--- src/rtl/vedic_seq_mul_ctrl.sv ---
// Sequential Vedic multiplier controller: one external 2x2 tile product per
// cycle, accumulated at digit weight 2*(i+j) over N*N steps.
module vedic_seq_mul_ctrl #(
  parameter int WIDTH = 8
) (
  input  logic               clk,
  input  logic               rst,
  input  logic               in_valid,
  output logic               in_ready,
  input  logic [WIDTH-1:0]   in_a,
  input  logic [WIDTH-1:0]   in_b,
  output logic               tile_en,
  output logic [1:0]         tile_a,
  output logic [1:0]         tile_b,
  input  logic [3:0]         tile_p,
  output logic               out_valid,
  input  logic               out_ready,
  output logic [2*WIDTH-1:0] product,
  output logic               busy
);
  localparam int N  = WIDTH / 2;
  localparam int DW = (N > 1) ? $clog2(N) : 1;
  localparam int PW = 2 * WIDTH;

  typedef enum logic [1:0] {IDLE, RUN, DONE} state_e;

  state_e state_q, state_d;
  logic [WIDTH-1:0] a_q, a_d;
  logic [WIDTH-1:0] b_q, b_d;
  logic [PW-1:0] acc_q, acc_d;
  logic [PW-1:0] part;
  // step counter k kept as its digit pair: i = k mod N, j = k div N
  logic [DW-1:0] i_q, i_d;
  logic [DW-1:0] j_q, j_d;
  logic last_step;

  assign last_step = (i_q == DW'(N - 1)) && (j_q == DW'(N - 1));
  assign product   = acc_q;

  always_comb begin
    state_d   = state_q;
    a_d       = a_q;
    b_d       = b_q;
    acc_d     = acc_q;
    i_d       = i_q;
    j_d       = j_q;
    part      = '0;
    in_ready  = 1'b0;
    tile_en   = 1'b0;
    tile_a    = 2'b00;
    tile_b    = 2'b00;
    out_valid = 1'b0;
    busy      = 1'b0;
    unique case (state_q)
      IDLE: begin
        in_ready = 1'b1;
        if (in_valid) begin
          a_d     = in_a;
          b_d     = in_b;
          acc_d   = '0;
          i_d     = '0;
          j_d     = '0;
          state_d = RUN;
        end
      end
      RUN: begin
        tile_en = 1'b1;
        busy    = 1'b1;
        tile_a  = a_q[2*i_q +: 2];
        tile_b  = b_q[2*j_q +: 2];
        part    = PW'(tile_p) << (2 * (int'(i_q) + int'(j_q)));
        acc_d   = acc_q + part;
        if (i_q == DW'(N - 1)) begin
          i_d = '0;
          j_d = j_q + 1'b1;
        end else begin
          i_d = i_q + 1'b1;
        end
        if (last_step) begin
          i_d     = '0;
          j_d     = '0;
          state_d = DONE;
        end
      end
      DONE: begin
        out_valid = 1'b1;
        busy      = 1'b1;
        if (out_ready) state_d = IDLE;
      end
      default: state_d = IDLE;
    endcase
  end

  always_ff @(posedge clk) begin
    if (rst) begin
      state_q <= IDLE;
      a_q     <= '0;
      b_q     <= '0;
      acc_q   <= '0;
      i_q     <= '0;
      j_q     <= '0;
    end else begin
      state_q <= state_d;
      a_q     <= a_d;
      b_q     <= b_d;
      acc_q   <= acc_d;
      i_q     <= i_d;
      j_q     <= j_d;
    end
  end

endmodule

--- config.mk ---
export PLATFORM = sky130hd
export DESIGN_NAME = vedic_seq_mul_ctrl
export DESIGN_NICKNAME = d
export VERILOG_FILES = /design/src/rtl/vedic_seq_mul_ctrl.sv
export SDC_FILE = /design/constraint.sdc
export NUM_CORES = 1
export LEC_CHECK = 0
export ABC_AREA = 1
export CAP_MARGIN = 20
export CORE_MARGIN = 4
export CORE_UTILIZATION = 54
export CTS_CLUSTER_SIZE = 20
export DETAILED_ROUTE_END_ITERATION = 8
export PLACE_DENSITY = 0.86
export SLEW_MARGIN = 20
export SYNTH_ARGS = -nofsm -noshare
export SYNTH_HDL_FRONTEND = slang
export SYNTH_SLANG_ARGS = --single-unit
--- constraint.sdc ---
create_clock -name clk -period 3 [get_ports clk]
set_input_delay 0.6 -clock clk [delete_from_list [all_inputs] [get_ports clk]]
set_output_delay 0.6 -clock clk [all_outputs]
set_load 0.05 [all_outputs]
## Word-level counts from Yosys, hierarchy flattened

Cells that the tools add are included.

| word-level totals | value |
|---|---|
| flip-flop bits (word level) | 38 |
| latch bits | 0 |
| RAM bits | 0 |
| bits in read-only memories | 0 |
| output and inout bits | 24 |
| word-level logic and storage cells | 48 |
| memories | 0 |

| cells by class | value |
|---|---|
| add/sub/neg operators | 4 |
| multiply operators | 0 |
| div/mod/pow operators | 0 |
| order comparisons | 0 |
| equality and inequality tests | 8 |
| shifts and indexed selects | 3 |
| multiplexer cells | 19 |
| bitwise operators | 0 |
| reduce and logical (&&, ||, !) cells | 8 |

Operator list:

| cell | count |
|---|---|
| $pmux 16 s2 | 1 |
| $mux 2 | 10 |
| $add 16x16->16 | 1 |
| $mux 16 | 1 |
| $shiftx 8x4->2 | 2 |
| $shl 4x4->16 | 1 |
| $pmux 2 s2 | 2 |
| $eq 2x2->1 const B | 3 |
| $ne 2x2->1 const B | 3 |
| $pmux 2 s3 | 1 |
| $reduce_and 3->1 | 2 |
| $add 2x1->2 const B | 2 |
| $mux 1 | 4 |
| $reduce_and 2->1 | 2 |
| $add 2x2->3 | 1 |
| $ne 3x3->1 const B | 1 |
| $eq 2x1->1 const B | 1 |
| $logic_not 2->1 | 1 |
| $reduce_bool 2->1 | 1 |
| $reduce_or 2->1 | 1 |
| $logic_and 1x1->1 | 1 |

## Depth between registers and ports, before layout

Gate-level depths: netlist of run 1.

| logic depth | value |
|---|---|
| word-level depth | 4 |
| gate-level depth with buffers | 17 |
| gate-level depth less buffers | 17 |

## Least setup slack after synthesis of run 1

OpenSTA, ideal clock, no wires.

| timing path | value |
|---|---|
| path type | flip-flop to flip-flop |
| start point | register j_q[0] |
| end point | register acc_q[8] (netlist: product[8]) |
| data arrival time | 2600 ps |
| slack | 280 ps |
| stages on the path, launching flop included | 16 |
| period minus slack after synthesis | 2720 ps |
| path through | dfxtp_1 -> ha_1 -> inv_1 -> fa_1 -> nand3_1 -> nor2_1 -> ha_1 -> inv_1 -> fa_1 -> inv_1 -> nand3_1 -> nand3_1 -> a21oi_1 -> or2_1 -> nand3_1 -> a21oi_1 |

| on the way | value |
|---|---|
| cells in the longest elaborated chain, start to end | 4 |

Ends and longest elaborated chain:

| what | RTL line | RTL |
|---|---|---|
| start: declaration | 34 | `logic [DW-1:0] j_q, j_d;` |
| start signal: assignment | 108 | `j_q <= j_d;` |
| $add 2x2->3 | 71 | `part = PW'(tile_p) << (2 * (int'(i_q) + int'(j_q)));` |
| $shl 4x4->16 | 71 |  |
| $add 16x16->16 | 72 | `acc_d = acc_q + part;` |
| $pmux 16 s2 | 54 | `unique case (state_q)` |
| end signal: assignment | 99 | `acc_q <= '0;` |
| end signal: assignment | 106 | `acc_q <= acc_d;` |
| end: declaration | 30 | `logic [PW-1:0] acc_q, acc_d;` |

Every way passes these cells.
A chain may end at the register's enable or synchronous reset.

## Worst setup path in the final report of run 1

| timing path | value |
|---|---|
| start point | register j_q[0] |
| end point | register acc_q[6] (netlist: product[6]) |

Same word-level chain as after synthesis.

==> results_dict.tcl, run 1 <==
set metrics [dict create \
    status "complete, no violations" \
    cts_hold_buf 0 \
    gp_congestion 0.916 \
    switching_share 0.470 \
    max_cap_violations 0 \
    setup_tns_ps 0 \
    cts_buffers 5 \
    top_layer "met4" \
    worst-path-max-fanout 7 \
    wl_met3_um 319 \
    grt_start_max_net_pins 21 \
    fillers 385 \
    yosys.area.top_type "dfxtp_1" \
    final_layout_size_suffix_gt1_frac 0.126 \
    synth_edf_count 0 \
    fmax_mhz 354 \
    reg2reg_depth 15 \
    sequentialPowerShare 0.241 \
    post-route-period-util 0.941 \
    r2r-end "product[6]$_SDFFE_PP0P_" \
    ys_seq_area_frac 0.273 \
    r2r_slack_ps 180 \
    wl_met1_um 2890 \
    required_ps 3240 \
    wl_per_cell_um 12.6 \
    worstHoldStart "a_q[6]$_SDFFE_PP0P_" \
    place_inst 535 \
    cts_root_buf "clkbuf_8" \
    grt_pass1_vias 2700 \
    p_comb_frac 0.566 \
    synth-seq-cells 38 \
    viasPerCell 5.19 \
    cts_resized 0 \
    power.leakage_nw 1.61 \
    relSlewSlack 0.657 \
    rows 25 \
    drcViolationCount 0 \
    setup_viol 0 \
    die_h_um 79.9 \
    clk_pin_slew_ps 80 \
    clk-insertion-delay-late_ps 300 \
    drt_iter0_drc 134 \
    hold_path_class "reg -> reg" \
    ios 48 \
    p_int_w 0.00151 \
    n_antenna_cell 0 \
    ys_top_cells_by_area "dfxtp_1 27%, nand2_1 13%, ha_1 9.4%" \
    grt.overflow.total 0 \
    powerDensity_mw_per_mm2 822 \
    synthTopCellsByCount "93 x nand2_1, 67 x nor2_1, 55 x inv_1" \
    cts_buffer_depth 2 \
    grt_pass1_wl_um 11500 \
    fin_crit_ps 2820 \
    ys.warnings.count 0 \
    cts_tree "done" \
    avgSynthCellArea_um2 6.52 \
    postCtsSetupRepairBufs 0 \
    finalNetCount 522 \
    utilization 0.717 \
    ys_types 38 \
    io_buffers 47 \
    final_hold_viol_count 0 \
    synthToLayoutAreaGrowth_pct 24.5 \
    slew_viol_final 0 \
    htree_levels 2 \
    grtUsageTotal 0.225 \
    ys.flop_type "dfxtp_1" \
    fin_worst_skew_ps 7.77 \
    cp.arrival_ps 3060 \
    ir_drop_mv 0.694 \
    syn_inst 428 \
    hold_ws_ps 467 \
    die_area_mm2 0.00638 \
    clkPwrFrac 0.194 \
    synth_top_area_frac 0.273 \
    worstSetupEndpointType "flop" \
    crit_path_start_kind "flop" \
    antenna_found_initial 0 \
    synth_nets 475 \
    whs_path_depth 2 \
    die_w_um 79.9 \
    coreArea_mm2 0.00485 \
    tightest_slew_ps 512 \
    num_vias 2819 \
    netlist_area_mm2 0.00279 \
    grt_setup_unrepaired "no" \
    antenna_left 0 \
    clock-sinks 38 \
    dp_hpwl_um 5140 \
    hold_end "a_q[6]$_SDFFE_PP0P_" \
    p_switching_w 0.00134 \
    initial_utilization 0.576 \
    r2r-start "j_q[0]$_SDFFE_PP0P_" \
    yosysMostFrequentCell "nand2_1" \
    critPathKind "reg -> reg" \
    drt_pass1_iterations 4 \
    wl_um 6830 \
    wl_met2_um 3470 \
    fin_cells 543 \
    synthArstFlopShare 0 \
]
## per-stage QoR
step                instance area, um^2  total power, W  setup slack [ps]
floorplan                          2790         0.00190               280
global placement                   3320         0.00224               154
detailed placement                 3320         0.00227               153
CTS                                3460         0.00284               106
global route                       3470         0.00306              1.49
finish                             3470         0.00286               178
## final cells by class
class / count / area (um^2) / share of cell area
clock buffer: 6 / 82.6 / 0.0238
clock inverter: 2 / 60.1 / 0.0173
inverter: 63 / 236 / 0.0681
multi-input combinational: 316 / 1750 / 0.503
sequential: 38 / 762 / 0.219
tap: 67 / 83.8 / 0.0241
timing repair buffer: 51 / 500 / 0.144
## kinds of logic (layout without fill, tap and decap cells)
logic type / after synthesis / count (layout) / share of synthesized area
flops: 38 / 38 / 0.273
compound gates: 82 / 82 / 0.172
simple gates: 209 / 209 / 0.334
xor+xnor: 1 / 1 / 0.00314
fa+ha+maj: 23 / 23 / 0.108
mux: 1 / 1 / 0.00359
buf+inv: 74 / 122 / 0.106
## power by group through the flow
stage | clock [W] | sequential (W) | combinational, W
2_1_floorplan | 0 | 0.000760 | 0.00114
3_3_place_gp | 0 | 0.000693 | 0.00155
3_5_place_dp | 0 | 0.000697 | 0.00158
4_1_cts | 0.000557 | 0.000686 | 0.00159
5_1_grt | 0.000577 | 0.000701 | 0.00178
6_report | 0.000553 | 0.000687 | 0.00162
## layout by cell type (no fill, tap or decap), types with 2 or more instances in the layout
| cell type | n |
|---|---|
| or2_1 | 2 |
| nand2_1 | 92 |
| o21ai_1 | 2 |
| nor3_2 | 3 |
| fa_2 | 2 |
| a21oi_1 | 31 |
| clkbuf_8 | 6 |
| o21ai_0 | 30 |
| o21ai_2 | 2 |
| dfxtp_1 | 37 |
| ha_1 | 20 |
| nand2_2 | 12 |
| nand3b_1 | 2 |
| nand3_2 | 8 |
| nand3_1 | 14 |
| inv_1 | 54 |
| a21oi_2 | 5 |
| nor2_1 | 67 |
| bufinv_16 | 2 |
| inv_2 | 9 |
| o22ai_1 | 3 |
| buf_4 | 4 |
| clkdlybuf4s50_1 | 47 |
| nor3_1 | 4 |
| a31oi_1 | 2 |
| a21oi_4 | 2 |
## metal layers
metal	track usage	vias to the layer above
met1	0.246	1270
met4	0.0980	0
li1	-	1461
met2	0.418	76
met5	0	-
met3	0.0395	12
## registers in the layout (all words and copies together) (netlist names)
signal / count
product: 16
state_q: 2
i_q: 2
a_q: 8
b_q: 8
j_q: 2
## worst max-delay path: stages (launching register included)
cell and delay, ps:
dfxtp_1 350, ha_1 160, inv_1 60, fa_2 630, inv_2 80, nor2_1 100, a31oi_1 60, nor2_1 110
ha_2 310, nand2_1 80, nand2_1 70, inv_1 90, nand3_2 150, a21oi_1 190, o21ai_0 160, a21oi_1 150
## worst max path at each step
stage	to	slack (ps)	startpoint	cells after the start
3_5_place_dp	product[8]$_SDFFE_PP0P_	150	i_q[1]$_SDFFE_PP0P_	14
4_1_cts	product[6]$_SDFFE_PP0P_	110	i_q[1]$_SDFFE_PP0P_	14
2_1_floorplan	product[8]$_SDFFE_PP0P_	280	j_q[0]$_SDFFE_PP0P_	15
5_1_grt	product[10]$_SDFFE_PP0P_	1	i_q[0]$_SDFFE_PP0P_	17
3_3_place_gp	product[8]$_SDFFE_PP0P_	150	tile_p[0]	13
6_report	product[6]$_SDFFE_PP0P_	180	j_q[0]$_SDFFE_PP0P_	15
Power figures use the tool's default switching activity.
==> run 2: changes to the inputs <==
--- a/config.mk
+++ b/config.mk
@@ -11,6 +11,7 @@
 export CORE_UTILIZATION = 54
 export CTS_CLUSTER_SIZE = 20
 export DETAILED_ROUTE_END_ITERATION = 8
+export GPL_TIMING_DRIVEN = 0
 export PLACE_DENSITY = 0.86
 export SLEW_MARGIN = 20
 export SYNTH_ARGS = -nofsm -noshare
==> run 2 against run 1 <==
Clock skew shrank 1.1 ps. Total power rose by 2.1%. Flip-flop and latch count did not move. Via count grew 3.1%. Non-clock buffer count rose by 9. Worst hold slack gained 11 ps. Setup slack worse by 26 ps. Register-to-register slack got worse by 30 ps. Die area did not move. Fmax shrank 0.90%.
==> results_dict.tcl, run 2 (synthesis gave the netlist of run 1 again) <==
set metrics [dict create \
    rows 25 \
    post-route-period-util 0.949 \
    hold_path_class "reg -> reg" \
    drcViolationCount 0 \
    grt_pass1_wl_um 11400 \
    synthToLayoutAreaGrowth_pct 26.5 \
    fin_crit_ps 2850 \
    antenna_found_initial 0 \
    power_w 0.00292 \
    tightest_slew_ps 557 \
    slew_viol_final 0 \
    setup_viol 0 \
    cts_hold_buf 0 \
    initial_utilization 0.576 \
    num_vias 2905 \
    wl_um 6880 \
    relSlewSlack 0.629 \
    critPathKind "reg -> reg" \
    final_common_cell "nand2_1" \
    clk-insertion-delay-late_ps 300 \
    antenna_left 0 \
    top_usage_layer "met2" \
    die_w_um 79.9 \
    final_layout_size_suffix_gt1_frac 0.136 \
    max_cap_violations 0 \
    fin_worst_skew_ps 6.63 \
    cts_buffer_depth 2 \
    fillers 406 \
    ios 48 \
    io_buffers 46 \
    die_area_mm2 0.00638 \
    grt_start_max_net_pins 13 \
    die_h_um 79.9 \
    grt.overflow.total 0 \
    worstHoldStart "a_q[6]$_SDFFE_PP0P_" \
    r2r-start "j_q[0]$_SDFFE_PP0P_" \
    clk_pin_slew_ps 80 \
    ir_drop_mv 0.792 \
    grt_pass1_vias 2684 \
    finalNetCount 531 \
    viasPerCell 5.26 \
    fmax_mhz 351 \
    drt_iter0_drc 220 \
    n_antenna_cell 0 \
    status "complete, no violations" \
    powerDensity_mw_per_mm2 826 \
    htree_levels 2 \
    cts_root_buf "clkbuf_8" \
    coreArea_mm2 0.00485 \
    grtUsageTotal 0.222 \
    cts_buffers 5 \
    crit_start "j_q[0]$_SDFFE_PP0P_" \
    clock-sinks 38 \
    dp_hpwl_um 5370 \
    gp_congestion 0.929 \
    setup_tns_ps 0 \
    largest_register_ffs 16 \
    cp.arrival_ps 3080 \
    use_met3 0.0350 \
    cts_tree "done" \
    power.leakage_nw 1.65 \
    grt_use_met2 0.421 \
    final_hold_viol_count 0 \
    crit_path_start_kind "flop" \
    drt_pass1_iterations 5 \
    wl_per_cell_um 12.5 \
    hold_ws_ps 478 \
    grt_use_met1 0.253 \
    worstSetupEndpointType "flop" \
    required_ps 3230 \
    layout_common_cells "92 x nand2_1, 67 x nor2_1, 54 x inv_1, 46 x clkdlybuf4s50_1, 35 x dfxtp_1" \
    worst-path-max-fanout 7 \
]
[run 2: cell count changes in the layout (fill, tap and decap cells not counted), sizes merged]
cell | previous run | this run
clkdlybuf4s50 | 47 | 46
clkbuf | 6 | 12
buf | 4 | 8
[run 2: where the power goes]
group          switching [W]  total, W  internal, W
sequential         0.0000722  0.000696     0.000623
combinational        0.00110   0.00167     0.000575
clock               0.000194  0.000549     0.000355
total                0.00136   0.00292      0.00155
[run 2: cell type report]
class | count | area (um^2) | area share
multi-input cells | 316 | 1760 | 0.497
flip-flops and latches | 38 | 767 | 0.217
inverters | 63 | 239 | 0.0677
well taps | 67 | 83.8 | 0.0237
repair buffers | 49 | 483 | 0.137
clock inverters | 2 | 60.1 | 0.0170
plain buffers | 11 | 60.1 | 0.0170
clock buffers | 6 | 82.6 | 0.0234
[run 2: worst paths after layout]
kind | cells after the start | slack, ps | end
setup / recovery | 17 | 150 | product[14]$_SDFFE_PP0P_
hold / removal | 2 | 480 | a_q[6]$_SDFFE_PP0P_
setup reg to reg | 17 | 150 | product[14]$_SDFFE_PP0P_
hold reg to reg | 2 | 480 | a_q[6]$_SDFFE_PP0P_
[run 2: what timing repair did]
item	in CTS	in global routing
pin swaps	0	5
setup endpoints to repair	12	11
resized for setup	3	9
endpoints found under the hold margin	0	0
buffers inserted	0	3
[run 2: per-stage QoR]
stage / area, um^2 / std cells / setup WS [ps] / util
5_1_grt: 3530 / 552 / -38.0 / 0.729
6_report: 3530 / 552 / 152 / 0.729
4_1_cts: 3480 / 549 / 41.0 / 0.718
2_1_floorplan: 2790 / 428 / 280 / -
3_5_place_dp: 3340 / 541 / -78.2 / 0.688
3_3_place_gp: 3340 / 541 / 32.7 / 0.688
[run 2: routing by layer]
metal | vias up | share of wire
met5 | - | 0
met1 | 1297 | 0.42
met4 | 0 | 0.016
met2 | 113 | 0.51
met3 | 14 | 0.055
li1 | 1481 | -
[run 2: worst max-delay path: stages, from the launching register on]
cell	delay, ps
dfxtp_4	360
ha_1	180
inv_1	90
fa_2	490
inv_4	120
nor2_1	50
a31oi_1	210
nor2_1	100
ha_1	360
nand2_1	150
inv_1	50
nand2_1	60
nand2_1	60
a21oi_2	170
nand2_1	90
nand2_1	80
nand3_2	60
a21oi_2	110
==> run 3: changes to the inputs <==
--- a/config.mk
+++ b/config.mk
@@ -13,6 +13,7 @@
 export DETAILED_ROUTE_END_ITERATION = 8
 export GPL_TIMING_DRIVEN = 0
 export PLACE_DENSITY = 0.86
+export REMOVE_ABC_BUFFERS = 1
 export SLEW_MARGIN = 20
 export SYNTH_ARGS = -nofsm -noshare
 export SYNTH_HDL_FRONTEND = slang
==> constraint.sdc (replaced) <==
create_clock -name clk -period 3 [get_ports clk]
set_input_delay 0.6 -clock clk [delete_from_list [all_inputs] [get_ports clk]]
set_output_delay 0.6 -clock clk [all_outputs]
set_load 0.005 [all_outputs]
==> run 3 against run 2 <==
Sequential power about the same. Total power decreased by 13%. Worst hold slack got worse by 5.5 ps. Largest power group unchanged. Critical endpoint is now product[8]$_SDFFE_PP0P_. Flip-flop and latch count unchanged. First-iteration DRC count decreased by 20%. Critical path depth decreased by 2. Routed wire length decreased by 3.6%. Clock power decreased by 19%.
==> results_dict.tcl, run 3 (synthesis gave the netlist of run 1 again) <==
set metrics [dict create \
    cpMostUsedCell "inv_1" \
    rows 25 \
    powerDensity_mw_per_mm2 735 \
    worstSetupEndpointType "flop" \
    cts_root_buf "clkbuf_8" \
    largest_register_ffs 16 \
    status "complete, no violations" \
    tightest_slew_ps 840 \
    initial_utilization 0.576 \
    final_common_cell "nand2_1" \
    switching_share 0.441 \
    coreArea_mm2 0.00485 \
    critPathKind "reg -> reg" \
    r2r_slack_ps 80 \
    utilization 0.715 \
    hold_path_class "reg -> reg" \
    viasPerCell 5.21 \
    worst-path-max-fanout 6 \
    p_switching_w 0.00112 \
    relSlewSlack 0.438 \
    gp_congestion 0.920 \
    path_cells "ha_1 > inv_1 > fa_2 > nand3_2 > nor2_2 > ha_2 > inv_1 > fa_2 > inv_1 > nand3_1 > nand3_2 > a21oi_1 > or2_1 > nand3_1 > a21oi_1" \
    crit_path_start_kind "flop" \
    sequentialPowerShare 0.274 \
    required_ps 3150 \
    setup_viol 0 \
    p_comb_frac 0.550 \
    cts_tree "done" \
    post-route-period-util 0.973 \
    grtUsageTotal 0.212 \
    fin_crit_ps 2920 \
    cp.arrival_ps 3070 \
    die_h_um 79.9 \
    multi_input_area_mm2 0.00177 \
    die_w_um 79.9 \
    num_vias 2831 \
    slowest_stage "fa_2" \
    p_int_w 0.00142 \
    clk-insertion-delay-late_ps 290 \
    n_antenna_cell 0 \
    io_buffers 47 \
    fin_ws_ps 80.6 \
    final_layout_size_suffix_gt1_frac 0.137 \
    grt.overflow.total 0 \
    place_inst 531 \
    layout_common_cells "93 x nand2_1, 65 x nor2_1, 54 x inv_1, 47 x clkdlybuf4s50_1, 35 x dfxtp_1" \
    max_cap_violations 0 \
    drt_pass1_iterations 4 \
    drcViolationCount 0 \
    grt_start_max_net_pins 21 \
    wl_per_cell_um 12.2 \
    wl_um 6630 \
    cts_hold_buf 0 \
    grt_setup_unrepaired "yes" \
    grt_pass1_vias 2553 \
    antenna_left 0 \
    synthToLayoutAreaGrowth_pct 24.2 \
    drt_iter0_drc 177 \
    clock-sinks 38 \
    fillers 423 \
    fin_cells 543 \
    antenna_found_initial 0 \
    final_hold_viol_count 0 \
    fin_worst_skew_ps 4.76 \
    clkPwrFrac 0.176 \
    clk_pin_slew_ps 80 \
    fmax_mhz 343 \
    place_ws_ps -121 \
    ios 48 \
    ir_drop_mv 0.471 \
    finalNetCount 522 \
    slew_viol_final 0 \
    grt_pass1_wl_um 10800 \
    die_area_mm2 0.00638 \
    final_area_mm2 0.00347 \
    power.leakage_nw 1.59 \
    htree_levels 2 \
    place_area_mm2 0.00329 \
    cts_buffer_depth 2 \
    regArea_um2 769 \
    max_stage_delay_ps 650 \
    dp_hpwl_um 5000 \
    cts_buffers 5 \
]
==> run 3: cell type report <==
cell class,instances,share of cell area
Multi-Input combinational cell,316,0.509
Sequential cell,38,0.222
Timing Repair Buffer,51,0.144
Inverter,63,0.0682
Tap cell,67,0.0242
Clock buffer,6,0.0209
Clock inverter,2,0.0108
==> run 3: final timing paths <==
kind                                                 to  cells past startpoint           startpoint
worst max-delay path            product[8]$_SDFFE_PP0P_                     15  j_q[0]$_SDFFE_PP0P_
worst max register to register  product[8]$_SDFFE_PP0P_                     15  j_q[0]$_SDFFE_PP0P_
worst min-delay path                a_q[6]$_SDFFE_PP0P_                      2  a_q[6]$_SDFFE_PP0P_
worst min register to register      a_q[6]$_SDFFE_PP0P_                      2  a_q[6]$_SDFFE_PP0P_
==> run 3: per-stage QoR <==
step	total power [W]	setup TNS, ps	hold WS (ps)
after detailed placement	0.00200	-364	465
final	0.00255	0	472
after global routing	0.00275	-344	498
after floorplan	0.00159	0	430
after global placement	0.00196	-82.4	451
after CTS	0.00246	0	477
==> run 3: power groups by stage <==
stage / registers (W) / logic (W) / clock network (W)
4_1_cts: 0.000709 / 0.00131 / 0.000446
3_3_place_gp: 0.000712 / 0.00125 / 0
5_1_grt: 0.000709 / 0.00157 / 0.000467
6_report: 0.000698 / 0.00140 / 0.000447
3_5_place_dp: 0.000716 / 0.00129 / 0
2_1_floorplan: 0.000697 / 0.000891 / 0
==> run 3: what timing repair did <==
item                                    4_1_cts  5_1_grt
endpoints found under the hold margin         0        0
endpoints found under the setup margin        9       11
buffers inserted                              0        4
gates resized for setup                       5       10
pin swaps                                     0        3
==> run 3: critical path, delay by kind of cell (launching register included) <==
kind,cells,cell delay (ps)
AND/OR/NAND/NOR,6,740
AO/OA/AOI/OAI,2,150
adder cells (fa/ha/maj),4,1340
buffers and inverters,3,190
flip-flops,1,370
==> run 3: layer usage <==
metal	GRT usage	vias up	routed length (um)
met5	0	-	0
met3	0.0418	17	371
met2	0.401	76	3310
met1	0.233	1277	2810
li1	-	1461	-
met4	0.0676	0	132
